==> config.mk <==
export PLATFORM = sky130hd
export DESIGN_NAME = shiftreg_load_sched_flat
export DESIGN_NICKNAME = d
export VERILOG_FILES = /design/src/rtl/shiftreg_load_sched_if.sv /design/src/rtl/shiftreg_load_sched.sv /design/src/flat_wrapper.sv
export SDC_FILE = /design/constraint.sdc
export NUM_CORES = 1
export LEC_CHECK = 0
export BUFFER_PORTS_ARGS = -buffer_cell sky130_fd_sc_hd__buf_2
export CORE_ASPECT_RATIO = 0.9
export CORE_UTILIZATION = 60
export DETAILED_ROUTE_END_ITERATION = 16
export GPL_TIMING_DRIVEN = 0
export PLACE_DENSITY_LB_ADDON = 0.08
export SLEW_MARGIN = 30
export SYNTH_ARGS = -nofsm -noshare
export SYNTH_HDL_FRONTEND = slang
export SYNTH_SLANG_ARGS = --single-unit
export TNS_END_PERCENT = 100
==> constraint.sdc <==
create_clock -name CLK -period 6.5 [get_ports CLK]
set_clock_uncertainty 0.1 [all_clocks]
set_input_delay 0 -clock CLK [delete_from_list [all_inputs] [get_ports CLK]]
set_output_delay 0 -clock CLK [all_outputs]
set_load 0.03 [all_outputs]
==> src/rtl/shiftreg_load_sched_if.sv <==
// Request/serial bundle between the two config sources and the
// shift-register load scheduler.
interface shiftreg_load_sched_if #(
    parameter int SIZESRSTAT = 88,
    parameter int SIZESRDYN  = 16
);
    logic                  DYN_REQ;
    logic [SIZESRDYN-1:0]  DYN_DATA;
    logic                  STAT_REQ;
    logic [SIZESRSTAT-1:0] STAT_DATA;
    logic                  ABORT;
    logic                  SEL;
    logic                  MOSI;
    logic                  CLK_EN;
    logic                  LOAD;
    logic                  DYN_ACK;
    logic                  STAT_ACK;
    logic                  BUSY;
    logic                  ABORTED;

    modport master (
        output DYN_REQ, DYN_DATA, STAT_REQ, STAT_DATA, ABORT,
        input  SEL, MOSI, CLK_EN, LOAD,
        input  DYN_ACK, STAT_ACK, BUSY, ABORTED
    );

    modport slave (
        input  DYN_REQ, DYN_DATA, STAT_REQ, STAT_DATA, ABORT,
        output SEL, MOSI, CLK_EN, LOAD,
        output DYN_ACK, STAT_ACK, BUSY, ABORTED
    );
endinterface

==> src/rtl/shiftreg_load_sched.sv <==
// Round-robin scheduler serialising static/dynamic config words
// MSB-first onto the shared chain pins, with LOAD strobe and guard gap.
module shiftreg_load_sched #(
    parameter int SIZESRSTAT   = 88,
    parameter int SIZESRDYN    = 16,
    parameter int N_CYCLES_GAP = 30
) (
    input  logic                 CLK,
    input  logic                 RST_N,
    shiftreg_load_sched_if.slave bus
);
    localparam int CW = $clog2(SIZESRSTAT);
    localparam int GW = (N_CYCLES_GAP > 1) ? $clog2(N_CYCLES_GAP) : 1;
    localparam int PADW = SIZESRSTAT - SIZESRDYN;

    localparam logic [CW-1:0] LAST_STAT = CW'(SIZESRSTAT - 1);
    localparam logic [CW-1:0] LAST_DYN  = CW'(SIZESRDYN - 1);
    localparam logic [GW-1:0] GAP_LAST  = GW'(N_CYCLES_GAP - 1);

    localparam logic [2:0] S_IDLE  = 3'd0;
    localparam logic [2:0] S_SETUP = 3'd1;
    localparam logic [2:0] S_SHIFT = 3'd2;
    localparam logic [2:0] S_LATCH = 3'd3;
    localparam logic [2:0] S_GAP   = 3'd4;

    logic [2:0]            state_q, state_d;
    logic [SIZESRSTAT-1:0] shreg_q, shreg_d;
    logic [CW-1:0]         cnt_q, cnt_d;
    logic [GW-1:0]         gcnt_q, gcnt_d;
    logic                  gnt_dyn_q, gnt_dyn_d;
    logic                  last_dyn_q, last_dyn_d;
    logic                  aborted_q, aborted_d;
    logic                  sel_q, sel_d;
    logic                  mosi_q, mosi_d;
    logic                  clk_en_q, clk_en_d;
    logic                  load_q, load_d;
    logic                  dyn_ack_q, dyn_ack_d;
    logic                  stat_ack_q, stat_ack_d;
    logic                  busy_q, busy_d;

    logic pick_dyn;
    logic enter_gap;

    always_comb begin
        state_d    = state_q;
        shreg_d    = shreg_q;
        cnt_d      = cnt_q;
        gcnt_d     = gcnt_q;
        gnt_dyn_d  = gnt_dyn_q;
        last_dyn_d = last_dyn_q;
        aborted_d  = aborted_q;
        dyn_ack_d  = 1'b0;
        stat_ack_d = 1'b0;
        mosi_d     = 1'b0;
        clk_en_d   = 1'b0;
        pick_dyn   = 1'b0;
        enter_gap  = 1'b0;

        unique case (state_q)
            S_IDLE: begin
                if (bus.DYN_REQ || bus.STAT_REQ) begin
                    // A tie goes to whichever source did not win last time.
                    unique case (1'b1)
                        !bus.STAT_REQ: pick_dyn = 1'b1;
                        !bus.DYN_REQ:  pick_dyn = 1'b0;
                        default:       pick_dyn = !last_dyn_q;
                    endcase
                    state_d    = S_SETUP;
                    gnt_dyn_d  = pick_dyn;
                    last_dyn_d = pick_dyn;
                    dyn_ack_d  = pick_dyn;
                    stat_ack_d = !pick_dyn;
                    cnt_d      = pick_dyn ? LAST_DYN : LAST_STAT;
                    shreg_d    = pick_dyn ?
                                 {bus.DYN_DATA, {PADW{1'b0}}} :
                                 bus.STAT_DATA;
                end
            end
            S_SETUP: begin
                if (bus.ABORT) begin
                    enter_gap = 1'b1;
                    aborted_d = 1'b1;
                end else begin
                    state_d = S_SHIFT;
                end
            end
            S_SHIFT: begin
                if (bus.ABORT) begin
                    enter_gap = 1'b1;
                    aborted_d = 1'b1;
                end else if (cnt_q == '0) begin
                    state_d   = S_LATCH;
                    aborted_d = 1'b0;
                end else begin
                    cnt_d = cnt_q - 1'b1;
                end
            end
            S_LATCH: begin
                enter_gap = 1'b1;
            end
            S_GAP: begin
                if (gcnt_q == '0) begin
                    state_d = S_IDLE;
                end else begin
                    gcnt_d = gcnt_q - 1'b1;
                end
            end
            default: begin
                state_d = S_IDLE;
            end
        endcase

        if (enter_gap) begin
            state_d = (N_CYCLES_GAP == 0) ? S_IDLE : S_GAP;
            gcnt_d  = GAP_LAST;
        end

        // Outputs are decoded from the next state so they register in step.
        if (state_d == S_SHIFT) begin
            clk_en_d = 1'b1;
            mosi_d   = shreg_q[SIZESRSTAT-1];
            shreg_d  = {shreg_q[SIZESRSTAT-2:0], 1'b0};
        end

        sel_d  = 1'b1;
        if (state_d == S_SETUP || state_d == S_SHIFT ||
            state_d == S_LATCH) begin
            sel_d = !gnt_dyn_d;
        end
        load_d = (state_d == S_LATCH);
        busy_d = (state_d != S_IDLE);
    end

    always_ff @(posedge CLK or negedge RST_N) begin
        if (!RST_N) begin
            state_q    <= S_IDLE;
            shreg_q    <= '0;
            cnt_q      <= '0;
            gcnt_q     <= '0;
            gnt_dyn_q  <= 1'b0;
            last_dyn_q <= 1'b0;
            aborted_q  <= 1'b0;
            sel_q      <= 1'b1;
            mosi_q     <= 1'b0;
            clk_en_q   <= 1'b0;
            load_q     <= 1'b0;
            dyn_ack_q  <= 1'b0;
            stat_ack_q <= 1'b0;
            busy_q     <= 1'b0;
        end else begin
            state_q    <= state_d;
            shreg_q    <= shreg_d;
            cnt_q      <= cnt_d;
            gcnt_q     <= gcnt_d;
            gnt_dyn_q  <= gnt_dyn_d;
            last_dyn_q <= last_dyn_d;
            aborted_q  <= aborted_d;
            sel_q      <= sel_d;
            mosi_q     <= mosi_d;
            clk_en_q   <= clk_en_d;
            load_q     <= load_d;
            dyn_ack_q  <= dyn_ack_d;
            stat_ack_q <= stat_ack_d;
            busy_q     <= busy_d;
        end
    end

    assign bus.SEL      = sel_q;
    assign bus.MOSI     = mosi_q;
    assign bus.CLK_EN   = clk_en_q;
    assign bus.LOAD     = load_q;
    assign bus.DYN_ACK  = dyn_ack_q;
    assign bus.STAT_ACK = stat_ack_q;
    assign bus.BUSY     = busy_q;
    assign bus.ABORTED  = aborted_q;
endmodule
==> src/flat_wrapper.sv <==
// flat-port wrapper written by rule: the top's interface ports become plain ports
module shiftreg_load_sched_flat 
#(
    parameter int SIZESRSTAT   = 88,
    parameter int SIZESRDYN    = 16,
    parameter int N_CYCLES_GAP = 30
)
  (CLK, RST_N, bus_DYN_REQ, bus_DYN_DATA, bus_STAT_REQ, bus_STAT_DATA, bus_ABORT, bus_SEL, bus_MOSI, bus_CLK_EN, bus_LOAD, bus_DYN_ACK, bus_STAT_ACK, bus_BUSY, bus_ABORTED);
  shiftreg_load_sched_if #(.SIZESRSTAT(SIZESRSTAT), .SIZESRDYN(SIZESRDYN)) bus_i ();
  input  logic CLK;
  input  logic RST_N;
  input wire logic [$bits(bus_i.DYN_REQ)-1:0] bus_DYN_REQ;
  input wire logic [$bits(bus_i.DYN_DATA)-1:0] bus_DYN_DATA;
  input wire logic [$bits(bus_i.STAT_REQ)-1:0] bus_STAT_REQ;
  input wire logic [$bits(bus_i.STAT_DATA)-1:0] bus_STAT_DATA;
  input wire logic [$bits(bus_i.ABORT)-1:0] bus_ABORT;
  output wire logic [$bits(bus_i.SEL)-1:0] bus_SEL;
  output wire logic [$bits(bus_i.MOSI)-1:0] bus_MOSI;
  output wire logic [$bits(bus_i.CLK_EN)-1:0] bus_CLK_EN;
  output wire logic [$bits(bus_i.LOAD)-1:0] bus_LOAD;
  output wire logic [$bits(bus_i.DYN_ACK)-1:0] bus_DYN_ACK;
  output wire logic [$bits(bus_i.STAT_ACK)-1:0] bus_STAT_ACK;
  output wire logic [$bits(bus_i.BUSY)-1:0] bus_BUSY;
  output wire logic [$bits(bus_i.ABORTED)-1:0] bus_ABORTED;
  assign bus_i.DYN_REQ = bus_DYN_REQ;
  assign bus_i.DYN_DATA = bus_DYN_DATA;
  assign bus_i.STAT_REQ = bus_STAT_REQ;
  assign bus_i.STAT_DATA = bus_STAT_DATA;
  assign bus_i.ABORT = bus_ABORT;
  assign bus_SEL = bus_i.SEL;
  assign bus_MOSI = bus_i.MOSI;
  assign bus_CLK_EN = bus_i.CLK_EN;
  assign bus_LOAD = bus_i.LOAD;
  assign bus_DYN_ACK = bus_i.DYN_ACK;
  assign bus_STAT_ACK = bus_i.STAT_ACK;
  assign bus_BUSY = bus_i.BUSY;
  assign bus_ABORTED = bus_i.ABORTED;
  shiftreg_load_sched #(.SIZESRSTAT(SIZESRSTAT), .SIZESRDYN(SIZESRDYN), .N_CYCLES_GAP(N_CYCLES_GAP)) u_core (.CLK(CLK), .RST_N(RST_N), .bus(bus_i));
endmodule
==> run summary <==
The starting utilization of the core area is 0.632. The first global-routing pass estimated 33900 um of wire. Summing all placed instances gives a cell area of 6670 um2. The number of setup violations in the final report is 0, and the layout overhead on the synthesized area is 42.8%.

In this run the worst path has a maximum fanout of 10. Setup repair after global routing left no endpoint under its margin. The run gives 373 as the filler cell count. The run finished with clean final reports.

The classification of the worst-slack hold path is input pin to flop. The critical path goes through buf_6, or3_1, buf_6, buf_6, nor4_1, dlygate4sd3_1, nor3_1, dlygate4sd3_1, nor3_1. After clock tree synthesis, the clock-pin slew on the worst setup and hold paths is 60 ps. The number of buffers and inverters on the critical path is 5. For the detailed-router iteration count before antenna repair, the log shows 8.

The longest clock path from root to sink contains 2 buffers. A synthesized cell averages 8.70 um2. The initial antenna violation count was 0.

For the synthesized cell area, the log shows 5900 um2. Most repeated library cell on the critical path: sky130_fd_sc_hd__buf_6. The total power per unit cell area is 443 nW/um2. The detailed route wirelength on metal3 is 2090 um.

The tools report the cell at the root of the clock tree as sky130_fd_sc_hd__clkbuf_8. Fraction of registers with async set/reset: 1.00. The count of input and output buffers is 116, and the standard-cell row count is 33. The met1 layer wirelength in the final routing was 7630 um; the measured slew at the worst slew-check pin was 754 ps. The pin count of the biggest net entering global routing was 81; the die span in y was 96.1 um.

The worst voltage drop across the vdd grid was 0.000295 V; the headroom to the max-slew limit was 0.484. Data arrival at the endpoint of the critical path: 3620 ps. In the final timing run, aggregate negative setup slack is 0 ps. The count of flip-flops with a built-in enable after synthesis is 0.

After layout, the design draws a total of 3.73 mW. The finished layout holds 1063 standard cells, fillers aside. The run gives 6868 as the detailed-route via count.

The worst setup path is launched from a flop. In the post-route analysis, the smallest setup slack over all paths is 3210 ps. The largest single stage delay on the critical path is 630 ps.

The antenna cell count is 0. The detailed router used layers up to and including met4. The synthesis-stage register bit count came out at 113. Aggregate global-route resource usage: 0.438. Counting every net in the synthesized netlist gives 790. STA puts the critical path data required time at 6830 ps. Among all flip-flop cells after synthesis, the most frequent one is sky130_fd_sc_hd__dfrtp_1. The post-layout net count was 1041; the number of failing hold endpoints at the final stage was 0.

The finished cells cover 8430 um2. sky130_fd_sc_hd__dfrtp_1 takes more of the synthesized area than any other cell. The met2 layer wire length in the routed design is 10200 um, and the final core utilization is 0.903. The first routing iteration left 816 violations. For the number of gates given a new drive strength after cts, the log shows 0.

TritonCTS built the clock tree. The average wire per cell in the routed design was 20.0 um. The area of the core was 9330 um2.

After synthesis, the cell types taking the most area are sky130_fd_sc_hd__dfrtp_1, sky130_fd_sc_hd__nand2_1, sky130_fd_sc_hd__o211ai_1. The logs give 3210 ps for the register-to-register path setup slack and 10300 um for the detailed placer's ending HPWL. The area fraction of the dominant cell type after synthesis came out at 0.475. The run gives 3.75 nW as the leakage power.

Broken down by cell family, the worst path's largest delay share belongs to buffers and inverters. In the routed design, unresolved DRC markers number 0. The number of max-slew violations in the final report was 0; the total of warnings raised by yosys was 0. Once placement completed, the tool counted placed cells totaling 917. The critical path start-end classification was flop to flop. The leftover overflow at the end of global routing was 0; the detail-routed via count per cell was 6.46. The floorplan die area is 10200 um2. The detail route stage leaves a number of antenna-violating nets equal to 0. For the portion of the post-synthesis area used by sequential elements, the log shows 0.479.

The share of final-layout standard cells stronger than drive strength 1 was 0.215. The wire length after detailed routing came out at 21200 um. The via count of the first global-routing pass is 6788, and the cell count after synthesis is 678. The critical path capture point type was a flop.

Before CTS, the worst setup slack after placement is 3880 ps. The run gives 4 as the number of levels in the clock H-tree. Counting I/O delays and the setup requirement, the final critical path takes 3290 ps. The clock net sink count came out at 113.

The worst-path cell with the longest stage delay was sky130_fd_sc_hd__dlygate4sd3_1. The max-cap violation count is 0. For the worst-skew pair, the clock arrives at the later sink with an insertion delay of 530 ps.

Pin placement for this block handled 117 I/O pins. The logs give 0.853 for the routability-driven placement congestion ratio and 0 for the number of setup buffers added after CTS. The netlist uses 50 different library cells.

The final clock period utilization by the worst path was 0.506. The number of buffers created by CTS came out at 17. The overall die width was 107 um; the final-layout worst hold slack was 13.0 ps. For this run, the top clock speed supported by timing is 304 MHz.
==> worst paths after layout <==
kind | endpoint | startpoint | cells after the start
setup / recovery | u_core.shreg_q[76] | u_core.state_q[0] | 9
hold / removal | u_core.shreg_q[77] | bus_DYN_DATA[5] | 5
setup reg to reg | u_core.shreg_q[76] | u_core.state_q[0] | 9
hold reg to reg | u_core.cnt_q[6] | u_core.cnt_q[6] | 1
max in group asynchronous | u_core.bus.SEL | RST_N | 4
min in group asynchronous | u_core.shreg_q[82] | RST_N | 4
==> cells in the mapped netlist (6+ instances only) <==
library cell	count
sky130_fd_sc_hd__nor2_1	7
sky130_fd_sc_hd__nor4_2	6
sky130_fd_sc_hd__o211ai_1	71
sky130_fd_sc_hd__nand3_1	75
sky130_fd_sc_hd__nor4_1	11
sky130_fd_sc_hd__nand2_1	156
sky130_fd_sc_hd__inv_1	40
sky130_fd_sc_hd__dfrtp_1	112
sky130_fd_sc_hd__buf_4	7
sky130_fd_sc_hd__buf_2	17
sky130_fd_sc_hd__nor3_1	64
sky130_fd_sc_hd__buf_6	6
sky130_fd_sc_hd__a2111oi_0	16
sky130_fd_sc_hd__nor3_2	8
sky130_fd_sc_hd__clkbuf_1	27
==> where the power goes <==
| group | internal (mW) | switching (mW) |
|---|---|---|
| Clock | 0.626 | 0.337 |
| Combinational | 0.630 | 0.959 |
| Sequential | 0.993 | 0.190 |
==> repair_timing <==
item,in CTS,in global routing
hold buffers,115,0
setup endpoints to repair,0,0
hold endpoints to repair,219,0
==> flip-flops by register name, indices dropped and copies added (netlist names), 3 cells and up <==
register and cells:
u_core.state_q 3, u_core.gcnt_q 5, u_core.shreg_q 88, u_core.cnt_q 7
==> cells in the final DEF (no fill, tap or decap), types with 11 or more instances in the layout <==
cell / n
sky130_fd_sc_hd__o211ai_1: 71
sky130_fd_sc_hd__nand2_1: 156
sky130_fd_sc_hd__a2111oi_0: 16
sky130_fd_sc_hd__nor4_1: 11
sky130_fd_sc_hd__nor3_1: 64
sky130_fd_sc_hd__dlygate4sd3_1: 114
sky130_fd_sc_hd__clkbuf_1: 28
sky130_fd_sc_hd__clkbuf_16: 16
sky130_fd_sc_hd__inv_1: 40
sky130_fd_sc_hd__buf_2: 132
sky130_fd_sc_hd__dfrtp_1: 112
sky130_fd_sc_hd__nand3_1: 75
==> metal layers <==
layer  track usage  vias up
li1              -     2893
met1         0.512     3216
met2         0.721      592
met3         0.143      167
met4         0.251        0
met5             0        -
==> logic make-up after synthesis <==
| logic type | synth area share |
|---|---|
| buf+inv | 0.0793 |
| mux | 0.00339 |
| fa+ha+maj | 0.00806 |
| compound gates | 0.139 |
| simple gates | 0.283 |
| flops | 0.479 |
| xor+xnor | 0.00742 |
==> cell type report <==
| cell class | instances | area (um2) | area share |
|---|---|---|---|
| Sequential cell | 113 | 2830 | 0.336 |
| Timing Repair Buffer | 232 | 1780 | 0.211 |
| Multi-Input combinational cell | 465 | 2610 | 0.309 |
| Buffer | 58 | 310 | 0.0368 |
| Clock inverter | 12 | 165 | 0.0196 |
| Inverter | 42 | 158 | 0.0187 |
| Tap cell | 122 | 153 | 0.0181 |
| Clock buffer | 19 | 432 | 0.0512 |
==> worst register-to-register path, cell delays in order, from the launching register on <==
cell and delay, ps:
sky130_fd_sc_hd__dfrtp_1 370, sky130_fd_sc_hd__buf_6 130, sky130_fd_sc_hd__or3_1 380, sky130_fd_sc_hd__buf_6 150, sky130_fd_sc_hd__buf_6 150, sky130_fd_sc_hd__nor4_1 480
sky130_fd_sc_hd__dlygate4sd3_1 630, sky130_fd_sc_hd__nor3_1 40, sky130_fd_sc_hd__dlygate4sd3_1 590, sky130_fd_sc_hd__nor3_1 170
Note: power is estimated with default switching activity, not from simulation.
